### src/rtl/alu_arbiter.sv
// Round-robin arbiter/sequencer sharing one registered 32-bit ALU among NUM_REQ requesters.
// Optional macro ALU_ARB_OPCODE_CHECK_EN: opcodes 3'b101..3'b111 bypass the ALU and return an error directly.
module alu_arbiter #(
  parameter int unsigned NUM_REQ = 4,
  parameter int unsigned CNT_W   = 16
) (
  input  logic                   clk,
  input  logic                   rst,
  input  logic [NUM_REQ-1:0]     req_valid,
  output logic [NUM_REQ-1:0]     req_ready,
  input  logic [NUM_REQ*32-1:0]  req_a,
  input  logic [NUM_REQ*32-1:0]  req_b,
  input  logic [NUM_REQ*3-1:0]   req_opcode,
  output logic [NUM_REQ-1:0]     resp_valid,
  input  logic [NUM_REQ-1:0]     resp_ready,
  output logic [31:0]            resp_result,
  output logic                   resp_error,
  output logic [31:0]            alu_a,
  output logic [31:0]            alu_b,
  output logic [2:0]             alu_opcode,
  input  logic [31:0]            alu_result,
  input  logic                   alu_error,
  output logic                   busy,
  output logic [CNT_W-1:0]       err_count
);

  localparam int unsigned IDX_W = (NUM_REQ > 1) ? $clog2(NUM_REQ) : 1;

  typedef enum logic [1:0] {
    S_IDLE,
    S_ISSUE,
    S_WAIT,
    S_RESP
  } state_t;

  state_t              r_state;
  state_t              w_state_next;

  logic [IDX_W-1:0]    r_last_gnt;
  logic [NUM_REQ-1:0]  r_gnt_oh;
  logic [NUM_REQ-1:0]  r_resp_valid;
  logic [31:0]         r_resp_result;
  logic                r_resp_error;
  logic [31:0]         r_alu_a;
  logic [31:0]         r_alu_b;
  logic [2:0]          r_alu_opcode;
  logic                r_busy;
  logic [CNT_W-1:0]    r_err_count;

  logic [IDX_W-1:0]    w_scan;
  logic [IDX_W-1:0]    w_gnt_idx;
  logic                w_gnt_found;
  logic [NUM_REQ-1:0]  w_gnt_oh;
  logic [31:0]         w_sel_a;
  logic [31:0]         w_sel_b;
  logic [2:0]          w_sel_op;
  logic                w_bypass;
  logic                w_xfer;

  // Rotating search starting just after the last grant; the first valid index wins.
  always_comb begin
    w_scan      = '0;
    w_gnt_idx   = '0;
    w_gnt_found = 1'b0;
    for (int unsigned k = 1; k <= NUM_REQ; k++) begin
      w_scan = IDX_W'((32'(r_last_gnt) + k) % NUM_REQ);
      if (!w_gnt_found && req_valid[w_scan]) begin
        w_gnt_found = 1'b1;
        w_gnt_idx   = w_scan;
      end
    end
  end

  always_comb begin
    w_gnt_oh = '0;
    w_sel_a  = '0;
    w_sel_b  = '0;
    w_sel_op = '0;
    for (int unsigned i = 0; i < NUM_REQ; i++) begin
      if (w_gnt_found && (w_gnt_idx == IDX_W'(i))) begin
        w_gnt_oh[i] = 1'b1;
        w_sel_a     = req_a[32*i +: 32];
        w_sel_b     = req_b[32*i +: 32];
        w_sel_op    = req_opcode[3*i +: 3];
      end
    end
  end

`ifdef ALU_ARB_OPCODE_CHECK_EN
  assign w_bypass = (w_sel_op >= 3'b101);
`else
  assign w_bypass = 1'b0;
`endif

  // r_resp_valid is one-hot on the granted requester only while in RESP.
  assign w_xfer = (r_state == S_RESP) && (|(resp_ready & r_resp_valid));

  always_ff @(posedge clk) begin
    if (rst) begin
      r_state <= S_IDLE;
    end else begin
      r_state <= w_state_next;
    end
  end

  always_comb begin
    w_state_next = r_state;
    req_ready    = '0;
    unique case (r_state)
      S_IDLE: begin
        req_ready = w_gnt_oh;
        if (w_gnt_found) begin
          w_state_next = w_bypass ? S_RESP : S_ISSUE;
        end
      end
      S_ISSUE: w_state_next = S_WAIT;
      S_WAIT:  w_state_next = S_RESP;
      S_RESP: begin
        if (w_xfer) begin
          w_state_next = S_IDLE;
        end
      end
      default: w_state_next = S_IDLE;
    endcase
  end

  always_ff @(posedge clk) begin
    if (rst) begin
      r_last_gnt    <= IDX_W'(NUM_REQ - 1);
      r_gnt_oh      <= '0;
      r_resp_valid  <= '0;
      r_resp_result <= '0;
      r_resp_error  <= 1'b0;
      r_alu_a       <= '0;
      r_alu_b       <= '0;
      r_alu_opcode  <= '0;
      r_busy        <= 1'b0;
      r_err_count   <= '0;
    end else begin
      r_busy <= (w_state_next != S_IDLE);
      unique case (r_state)
        S_IDLE: begin
          if (w_gnt_found) begin
            r_gnt_oh   <= w_gnt_oh;
            r_last_gnt <= w_gnt_idx;
            if (w_bypass) begin
              r_resp_result <= '0;
              r_resp_error  <= 1'b1;
              r_resp_valid  <= w_gnt_oh;
            end else begin
              r_alu_a      <= w_sel_a;
              r_alu_b      <= w_sel_b;
              r_alu_opcode <= w_sel_op;
            end
          end
        end
        S_ISSUE: begin
        end
        S_WAIT: begin
          r_resp_result <= alu_result;
          r_resp_error  <= alu_error;
          r_resp_valid  <= r_gnt_oh;
        end
        S_RESP: begin
          if (w_xfer) begin
            r_resp_valid <= '0;
            if (r_resp_error && (r_err_count != '1)) begin
              r_err_count <= r_err_count + 1'b1;
            end
          end
        end
        default: begin
        end
      endcase
    end
  end

  assign resp_valid  = r_resp_valid;
  assign resp_result = r_resp_result;
  assign resp_error  = r_resp_error;
  assign alu_a       = r_alu_a;
  assign alu_b       = r_alu_b;
  assign alu_opcode  = r_alu_opcode;
  assign busy        = r_busy;
  assign err_count   = r_err_count;

endmodule

### config.mk
export PLATFORM = sky130hd
export DESIGN_NAME = alu_arbiter
export DESIGN_NICKNAME = d
export VERILOG_FILES = /design/src/rtl/alu_arbiter.sv
export SDC_FILE = /design/constraint.sdc
export NUM_CORES = 1
export LEC_CHECK = 0
export CORE_AREA = 2 2 171 173
export CTS_BUF_LIST = sky130_fd_sc_hd__clkbuf_16
export DETAILED_ROUTE_END_ITERATION = 12
export DIE_AREA = 0 0 173 175
export PLACE_DENSITY = 0.69
export SETUP_SLACK_MARGIN = 0.3
export SYNTH_ARGS = -nofsm -noshare
export SYNTH_HDL_FRONTEND = slang
export SYNTH_SLANG_ARGS = --single-unit
### constraint.sdc
create_clock -name clk -period 2 [get_ports clk]
set_input_delay 0.4 -clock clk [delete_from_list [all_inputs] [get_ports clk]]
set_output_delay 0.4 -clock clk [all_outputs]
set_load 0.02 [all_outputs]
==> reports/qor.txt, run 1 <==
status - finished with violations
violated checks - negative setup slack
power per cell area - 707 nW/um2
Placed Area - 12500 um2
number of global-route vias before repair - 8950
crit path cell chain - nand2b_4 > a21oi_4 > buf_6 > nor3_4 > and3_4 > buf_6
Die X-Extent - 173 um
final wirelength - 37400 um
starting density of the core - 0.251
Async SR Flop Fraction - 0
Overall Power - 10.5 mW
Clk pin slew, worst setup/hold paths - 0.07 ns
setup violators final - 32
Pins Over Slew Limit - 0
RSZ-0062 raised after global routing - yes
Metal-1 WL - 15400 um
IO buf count - 435
total number of vias - 8961
Area growth syn-to-layout - 108%
synthesized area - 7120 um2
first-pass GRT wire length - 52500 um
cts hold-fix bufs - 0
setup_tns - -0.821 ns
maximum fanout along the worst path - 5
Net Count, Synth - 1122
metal2 WL - 18700 um
crit-path most repeated cell - buf_6
DIE AREA - 30300 um2
dpl ws - -0.784 ns
Max Buffers Root-to-Sink - 2
# clock sinks - 129
slowest CP cell - dfxtp_4
Avg Synthesized Cell Area - 8.79 um2
Yosys reg bits - 129
clock skew - 0.0110 ns
Clk Tree Root Cell - clkbuf_16
Via density - 5.20
switching part of the total power - 0.352
Iter 0 DRT Violations - 504
DRC - 0
remaining global-route overflow - 0
Slew HR - 0.633
Critical Path AT - 1.73 ns
worst vdd ir - 0.000529 V
DR WL/cell - 21.7 um
commonest non-fill, non-tap cells in the layout - 305 x clkdlybuf4s50_1, 124 x dlygate4sd2_1, 114 x dfxtp_1
largest net degree at the start of global routing - 59
Skew-Pair Late Insertion Delay - 0.42 ns
uppermost routed layer - met4
dpl hpwl - 23600 um
Mapped Cells - 810
Design Area, Final - 14800 um2
number of distinct library cells after synthesis - 53
Seq pwr share - 0.281
Internal - 6.80 mW
Total Routing Usage GR - 0.221
ys flop type - dfxtp_1
Site Rows - 62
Sw Pwr - 3.69 mW
critical path data required time - 1.60 ns
Routed Antenna Nets - 0
sequential share of the synthesized area - 0.363
largest stage delay on the critical path - 0.39 ns
nets - 1636
H-tree Lvls - 4
worst hold path class - reg -> reg
nature of the critical path endpoint - output port
I/O Pins - 436
gpl congestion - 0.883
Inserted Clock Buffers - 17
Tcrit/Tclk final - 1.06
Critical path buffers and inverters - 2
Final Hold Viols - 0
CTS tree - done
commonest non-fill, non-tap cell in the layout - clkdlybuf4s50_1
Max Clk Rate - 470 MHz
max-cap violation count - 0
final worst setup slack - -0.126 ns
Slew @ Worst Pin - 0.550 ns
Final min period - 2.13 ns
filler cell count - 2603
leakage power - 6.18 nW
Clk pwr share - 0.319
initial antenna violation count - 2
Die Height - 175 um
combinational share of power - 0.400
CP Class - reg -> out
WL met3 - 2330 um
Setup crit start kind - flip-flop
Core Area - 28400 um2
share of layout cells above drive strength 1 - 0.267
Post-synth EDFFs - 0
Worst path top cell family by delay - simple AND/OR/NAND/NOR gates
Synth Warn # - 0
DR pass1 iterations - 5
==> metrics by stage <==
step | cells | utilization | hold slack (ns)
after floorplan | 810 | - | 0.454
after global placement | 1628 | 0.440 | 0.441
after detailed placement | 1628 | 0.440 | 0.446
after CTS | 1691 | 0.493 | 0.441
after global routing | 1723 | 0.523 | 0.463
final | 1723 | 0.523 | 0.451
==> flip-flops by register name, indices dropped and copies added (netlist names) <==
| register | cells |
|---|---|
| alu_b | 32 |
| r_last_gnt | 2 |
| busy | 1 |
| resp_valid | 4 |
| r_state | 2 |
| r_gnt_oh | 4 |
| alu_a | 32 |
| resp_error | 1 |
| resp_result | 32 |
| alu_opcode | 3 |
| err_count | 16 |
==> final timing paths <==
path                     end  slack, ns            start  cells after the start
max             req_ready[0]      -0.13    r_last_gnt[0]                      6
min          resp_result[15]       0.45  resp_result[15]                      2
max reg2reg        alu_a[11]      -0.05    r_last_gnt[0]                     10
min reg2reg  resp_result[15]       0.45  resp_result[15]                      2
==> worst register-to-register path, delay by kind of cell, from the launching register on <==
family	cells	cell delay, ns
buffers and inverters	5	0.72
DFF	1	0.37
AOI/OAI and AO/OA	3	0.51
and+or+nand+nor	2	0.35
==> cell families (layout without fill, tap and decap cells) <==
family | Yosys count | in the layout | share of synthesized area
AO/OA/AOI/OAI | 309 | 309 | 0.346
XOR/XNOR | 13 | 13 | 0.0160
adder cells (fa/ha/maj) | 1 | 1 | 0.00176
buffers and inverters | 138 | 665 | 0.0860
flip-flops | 129 | 129 | 0.363
multiplexers | 26 | 26 | 0.0366
other | 0 | 2 | 0
AND/OR/NAND/NOR | 194 | 194 | 0.150
==> power groups by stage <==
stage	Sequential, mW	Combinational (mW)	Clock, mW
finish	2.95	4.20	3.35
global route	2.97	4.43	3.55
CTS	2.94	3.72	3.44
detailed placement	3.00	3.27	0
global placement	3.00	3.25	0
floorplan	3.24	1.31	0
==> layout make-up <==
cell class | count | area, um2 | area share
repair buffers | 588 | 6100 | 0.411
multi-input cells | 543 | 4850 | 0.327
flip-flops and latches | 129 | 2620 | 0.177
well taps | 384 | 480 | 0.0324
clock buffers | 17 | 425 | 0.0287
clock inverters | 15 | 185 | 0.0125
inverters | 45 | 169 | 0.0114
diodes | 2 | 5.00 | 0.000337
==> cell usage after synthesis, drive strengths merged, types with 29 or more instances <==
cell / instances / area share
dfxtp: 129 / 0.36
nand2: 76 / 0.040
a211oi: 29 / 0.039
o221ai: 43 / 0.054
and3b: 42 / 0.052
a32oi: 43 / 0.053
inv: 45 / 0.024
nor2: 33 / 0.017
o41ai: 42 / 0.052
clkbuf: 51 / 0.027
a21oi: 85 / 0.062
buf: 42 / 0.035
==> metal layers <==
layer  GRT usage  vias to the layer above
met1       0.262                     4356
met2       0.381                      395
li1            -                     4147
met4      0.0876                        0
met5           0                        -
met3      0.0570                       63
==> timing repair <==
item,4_1_cts,5_1_grt
setup buffers,22,21
endpoints found under the hold margin,0,0
gates cloned,9,9
resized for setup,248,93
pin swaps,100,62
setup endpoints to repair,210,94
Power figures use the tool's default switching activity.
==> run 2: changes to the inputs <==
CORE_AREA = 2 2 168 170   (was 2 2 171 173)
DIE_AREA = 0 0 170 172   (was 0 0 173 175)
clock period = 2.73 ns   (was 2 ns; I/O delays follow)
==> run 2 against run 1 <==
Net effect: the run now ends clean; die area decreased by 3.4%; core utilization fell by 6.2 points; flip-flop and latch count is the same; clock power down 33%; clock skew is essentially flat; combinational power is 45% lower; critical path depth up 2; worst setup slack improved by 0.46 ns; routed wire length fell by 16%; critical endpoint is now req_ready[3]; design area shrank 15%; first-iteration DRC count is 14% lower; non-clock buffer count decreased by 99.
==> reports/qor.txt, run 2 (synthesis gave the netlist of run 1 again) <==
Skew-Pair Late Insertion Delay - 0.42 ns (about the same)
Final Hold Viols - 0 (unchanged)
commonest non-fill, non-tap cells in the layout - 426 x clkdlybuf4s50_1, 127 x dfxtp_1, 82 x a21oi_1
IO buf count - 435 (unchanged)
final wirelength - 31300 um (-16%)
dpl cells - 1548 (-4.9%)
Total Routing Usage GR - 0.199 (-0.0217)
Slew HR - 0.330 (-0.303)
largest net degree at the start of global routing - 87 (+47%)
Metal-1 WL - 12900 um (-16%)
setup_tns - 0 ns (+0.821 ns)
Critical path buffers and inverters - 4 (+2)
worst hold path class - reg -> reg
Tcrit/Tclk final - 0.879
Hold Crit Endpoint - resp_result[10]
CTS tree - done
Design Area, Final - 12600 um2 (-15%)
starting density of the core - 0.259 (+0.00836)
Site Rows - 61 (-1.6%)
Clk Tree Root Cell - clkbuf_16
dpl hpwl - 21800 um (-7.3%)
Via density - 5.23 (+0.63%)
RR Endpoint - alu_b[20]
Die X-Extent - 170 um (-1.7%)
DR WL/cell - 19.7 um (-9.1%)
power per cell area - 532 nW/um2 (-25%)
R2R Path Start - r_last_gnt[0]
Worst path top cell family by delay - buffers and inverters
commonest non-fill, non-tap cell in the layout - clkdlybuf4s50_1
R2R setup slack - 0.48 ns (+0.53 ns)
I/O Pins - 436 (unchanged)
leakage power - 4.79 nW (-23%)
maximum fanout along the worst path - 3 (-2)
RSZ-0062 raised after global routing - yes
setup violators final - 0 (-100%)
H-tree Lvls - 4 (unchanged)
crit path cell chain - clkdlybuf4s15_1 > buf_6 > o21ai_4 > o221ai_2 > buf_4 > nor3_4 > and2_4 > buf_6
Clk pin slew, worst setup/hold paths - 0.06 ns (about the same)
DIE AREA - 29200 um2 (-3.4%)
initial antenna violation count - 2 (unchanged)
number of global-route vias before repair - 7962 (-11%)
share of layout cells above drive strength 1 - 0.114 (-0.153)
hold path startpoint - resp_result[10]
Setup crit start kind - input pin
nature of the critical path endpoint - output port
first-pass GRT wire length - 45200 um (-14%)
slowest CP cell - clkdlybuf4s15_1
largest stage delay on the critical path - 0.21 ns (-0.18 ns)
WL met3 - 2380 um (+2.1%)
CP Class - in -> out
Overall Power - 6.73 mW (-36%)
crit-path most repeated cell - buf_6
Final min period - 2.40 ns
hold depth - 2 (unchanged)
Max Clk Rate - 417 MHz
Critical Path AT - 1.85 ns (+0.12 ns)
Diodes inserted - 0 (-2)
Slew @ Worst Pin - 1.01 ns (+0.455 ns)
Core Area - 27500 um2 (-3.2%)
Iter 0 DRT Violations - 434 (-14%)
critical path data required time - 2.18 ns (+0.58 ns)
Area growth syn-to-layout - 77.6%
Pins Over Slew Limit - 0 (unchanged)
nets - 1537 (-6.1%)
Inserted Clock Buffers - 17 (unchanged)
uppermost routed layer - met5
clock skew - 0.0110 ns (+0.0000410 ns)
cts hold-fix bufs - 0 (unchanged)
remaining global-route overflow - 0 (unchanged)
Die Height - 172 um (-1.7%)
worst reg-to-reg path cell count - 9 (-1)
Max Buffers Root-to-Sink - 2 (unchanged)
filler cell count - 2642 (+1.5%)
gpl congestion - 0.834 (-5.6%)
metal2 WL - 15500 um (-17%)
Post-Layout Cell Count - 1584 (-8.1%)
worst vdd ir - 0.000296 V (-44%)
# clock sinks - 129 (unchanged)
status - completed
Placed Area - 12000 um2 (-3.9%)
Routed Antenna Nets - 0 (unchanged)
max-cap violation count - 0 (unchanged)
DRC - 0 (unchanged)
DR pass1 iterations - 4 (-1)
total number of vias - 8290 (-7.5%)
## run 2: where the power goes
| group | switching, mW | total, mW | internal [mW] |
|---|---|---|---|
| Sequential | 0.113 | 2.17 | 2.06 |
| Clock | 1.05 | 2.26 | 1.21 |
| Combinational | 1.13 | 2.30 | 1.17 |
| Total | 2.29 | 6.73 | 4.44 |
## run 2: what timing repair did
item / in CTS / in global routing
buffers inserted: 2 / 2
pin swaps: 1 / 4
endpoints found under the setup margin: 54 / 48
resized for setup: 25 / 15
cloned: 0 / 0
## run 2: metrics by stage
| stage | worst slack, ns | hold slack [ns] | utilization |
|---|---|---|---|
| 2_1_floorplan | 0.320 | 0.454 | - |
| 3_3_place_gp | -0.322 | 0.441 | 0.437 |
| 3_5_place_dp | -0.341 | 0.447 | 0.437 |
| 4_1_cts | 0.340 | 0.455 | 0.458 |
| 5_1_grt | 0.275 | 0.472 | 0.460 |
| 6_report | 0.332 | 0.454 | 0.460 |
## run 2: final cells by class
cell class | count | area [um2] | area share
Tap cell | 346 | 433 | 0.0342
Clock buffer | 17 | 425 | 0.0336
Inverter | 45 | 169 | 0.0134
Clock inverter | 15 | 140 | 0.0111
Multi-Input combinational cell | 543 | 4010 | 0.317
Timing Repair Buffer | 489 | 4880 | 0.386
Sequential cell | 129 | 2590 | 0.205
## run 2: per-layer routing
layer,track usage,vias up
met5,0,-
met4,0.0583,4
met3,0.0554,33
met2,0.354,357
met1,0.235,3957
li1,-,3939
## run 2: worst max-delay path by stage
stage / end / from / depth (start not counted)
2_1_floorplan: req_ready[3] / req_valid[2] / 8
4_1_cts: req_ready[1] / r_last_gnt[0] / 6
6_report: req_ready[3] / req_valid[0] / 8
3_3_place_gp: req_ready[1] / req_valid[3] / 7
5_1_grt: req_ready[3] / req_valid[0] / 8
3_5_place_dp: req_ready[2] / req_valid[3] / 6
## run 2: tightest hold or removal path: stages (launching register included)
cell     delay, ns
dfxtp_1       0.31
nand2_1       0.05
a21oi_1       0.05
==> run 3: changes to the inputs <==
MAX_ROUTING_LAYER = met4   (was default)
==> run 3 against run 2 <==
Net effect: non-clock buffer count down 1; combinational power about the same; first-iteration DRC count down 11%; routed wire length down 0.35%; core utilization about the same; clock power about the same; sequential power about the same; flip-flop and latch count unchanged; largest cell class unchanged.
==> reports/qor.txt, run 3 (synthesis gave the netlist of run 1 again) <==
Skew-Pair Late Insertion Delay - 0.42 ns (about the same)
Core Area - 27500 um2 (unchanged)
Slew @ Worst Pin - 1.01 ns (+0.00263 ns)
# clock sinks - 129 (unchanged)
clock skew - 0.0149 ns (+0.00395 ns)
initial antenna violation count - 2 (unchanged)
R2R Path Start - r_last_gnt[0]
global routing's busiest layer - met2
first-pass GRT wire length - 45200 um (-0.11%)
Die Height - 172 um (unchanged)
largest stage delay on the critical path - 0.21 ns (about the same)
share of layout cells above drive strength 1 - 0.113 (-0.000716)
DRC - 0 (unchanged)
critical path data required time - 2.18 ns (about the same)
Final Hold Viols - 0 (unchanged)
Tcrit/Tclk final - 0.875 (-0.00306)
Die X-Extent - 170 um (unchanged)
remaining global-route overflow - 0 (unchanged)
Worst path top cell family by delay - buffers and inverters
commonest non-fill, non-tap cells in the layout - 426 x clkdlybuf4s50_1, 127 x dfxtp_1, 82 x a21oi_1
commonest non-fill, non-tap cell in the layout - clkdlybuf4s50_1
nature of the critical path endpoint - output port
RSZ-0062 raised after global routing - yes
DR WL/cell - 19.7 um (-0.41%)
Critical path buffers and inverters - 4 (unchanged)
dpl hpwl - 21800 um (unchanged)
Via density - 5.22 (-0.34%)
met3 GRT Util - 0.0492 (-0.00618)
power per cell area - 532 nW/um2 (about the same)
starting density of the core - 0.259 (unchanged)
Inserted Clock Buffers - 17 (unchanged)
CP Launch Point - req_valid[0]
R2R setup slack - 0.47 ns (about the same)
leakage power - 4.78 nW (about the same)
Overall Power - 6.73 mW (about the same)
slowest CP cell - clkdlybuf4s15_1
max-cap violation count - 0 (unchanged)
setup violators final - 0 (unchanged)
Max Buffers Root-to-Sink - 2 (unchanged)
worst vdd ir - 0.000296 V (+0.20%)
Max Clk Rate - 418 MHz (+0.35%)
Pins Over Slew Limit - 0 (unchanged)
Routed Antenna Nets - 0 (unchanged)
I/O Pins - 436 (unchanged)
hold path startpoint - resp_result[10]
Iter 0 DRT Violations - 385 (-11%)
Final min period - 2.39 ns (-0.00834 ns)
Critical Path AT - 1.84 ns (about the same)
IO buf count - 435 (unchanged)
crit path cell chain - clkdlybuf4s15_1 > buf_6 > o21ai_4 > o221ai_2 > buf_4 > nor3_4 > and2_4 > buf_6
final core occ - 0.460 (about the same)
DR pass1 iterations - 4 (unchanged)
total number of vias - 8267 (-0.28%)
maximum fanout along the worst path - 3 (unchanged)
status - completed
largest net degree at the start of global routing - 87 (unchanged)
CTS tree - done
Slew HR - 0.328 (-0.00176)
Area growth syn-to-layout - 77.6% (about the same)
sequential cell area - 2590 um2 (unchanged)
worst hold path class - reg -> reg
Clk pin slew, worst setup/hold paths - 0.06 ns (about the same)
H-tree Lvls - 4 (unchanged)
number of global-route vias before repair - 7965 (+0.038%)
area of the multi-input gates - 4010 um2 (unchanged)
crit-path most repeated cell - buf_6
met2 GRT Util - 0.354 (+0.000355)
gpl congestion - 0.847 (+1.5%)
filler cell count - 2646 (+0.15%)
DIE AREA - 29200 um2 (unchanged)
met1 usage - 0.238 (+0.00239)
nets - 1536 (-0.065%)
final wirelength - 31200 um (-0.35%)
Clk Tree Root Cell - clkbuf_16
CP Class - in -> out
Setup crit start kind - input pin
Total Routing Usage GR - 0.205 (+0.00569)
cts hold-fix bufs - 0 (unchanged)
Site Rows - 61 (unchanged)
==> run 3: tightest hold or removal path: stages, from the launching register on <==
cell and delay (ns):
dfxtp_1 0.31, nand2_1 0.05, a21oi_1 0.05
==> run 3: final cells by class <==
class / instances / area share
Antenna cell: 2 / 0.000396
Inverter: 45 / 0.0134
Sequential cell: 129 / 0.205
Tap cell: 346 / 0.0342
Clock inverter: 15 / 0.0111
Multi-Input combinational cell: 543 / 0.317
Clock buffer: 17 / 0.0337
Timing Repair Buffer: 488 / 0.386
==> run 3: where the power goes <==
group	leakage (nW)	switching [mW]	total (mW)	internal, mW
Combinational	3.45	1.12	2.29	1.17
Clock	0.276	1.06	2.27	1.21
Sequential	1.06	0.113	2.17	2.06
==> run 3: routing by layer <==
layer,vias to the layer above,wire length [um]
met3,34,2280
li1,3946,-
met5,-,0
met1,3924,13000
met2,363,15400
met4,0,531
==> run 3: final timing paths <==
check | endpoint | cells past startpoint
hold / removal | resp_result[10] | 2
setup reg to reg | alu_b[20] | 9
hold reg to reg | resp_result[10] | 2
setup / recovery | req_ready[3] | 8
==> run 3: through the flow <==
step / hold slack (ns) / TNS [ns] / instances / cell area, um2 / worst slack, ns
4_1_cts: 0.455 / 0 / 1582 / 12600 / 0.340
3_3_place_gp: 0.441 / -12.25 / 1548 / 12000 / -0.322
5_1_grt: 0.472 / 0 / 1585 / 12600 / 0.275
3_5_place_dp: 0.447 / -14.93 / 1548 / 12000 / -0.341
6_report: 0.454 / 0 / 1585 / 12600 / 0.340
2_1_floorplan: 0.454 / 0 / 810 / 7120 / 0.320
==> run 3: what timing repair did <==
action	4_1_cts	5_1_grt
setup endpoints to repair	54	48
gates cloned	0	0
pin swaps	1	4
gates resized for setup	25	15
setup buffers	2	1
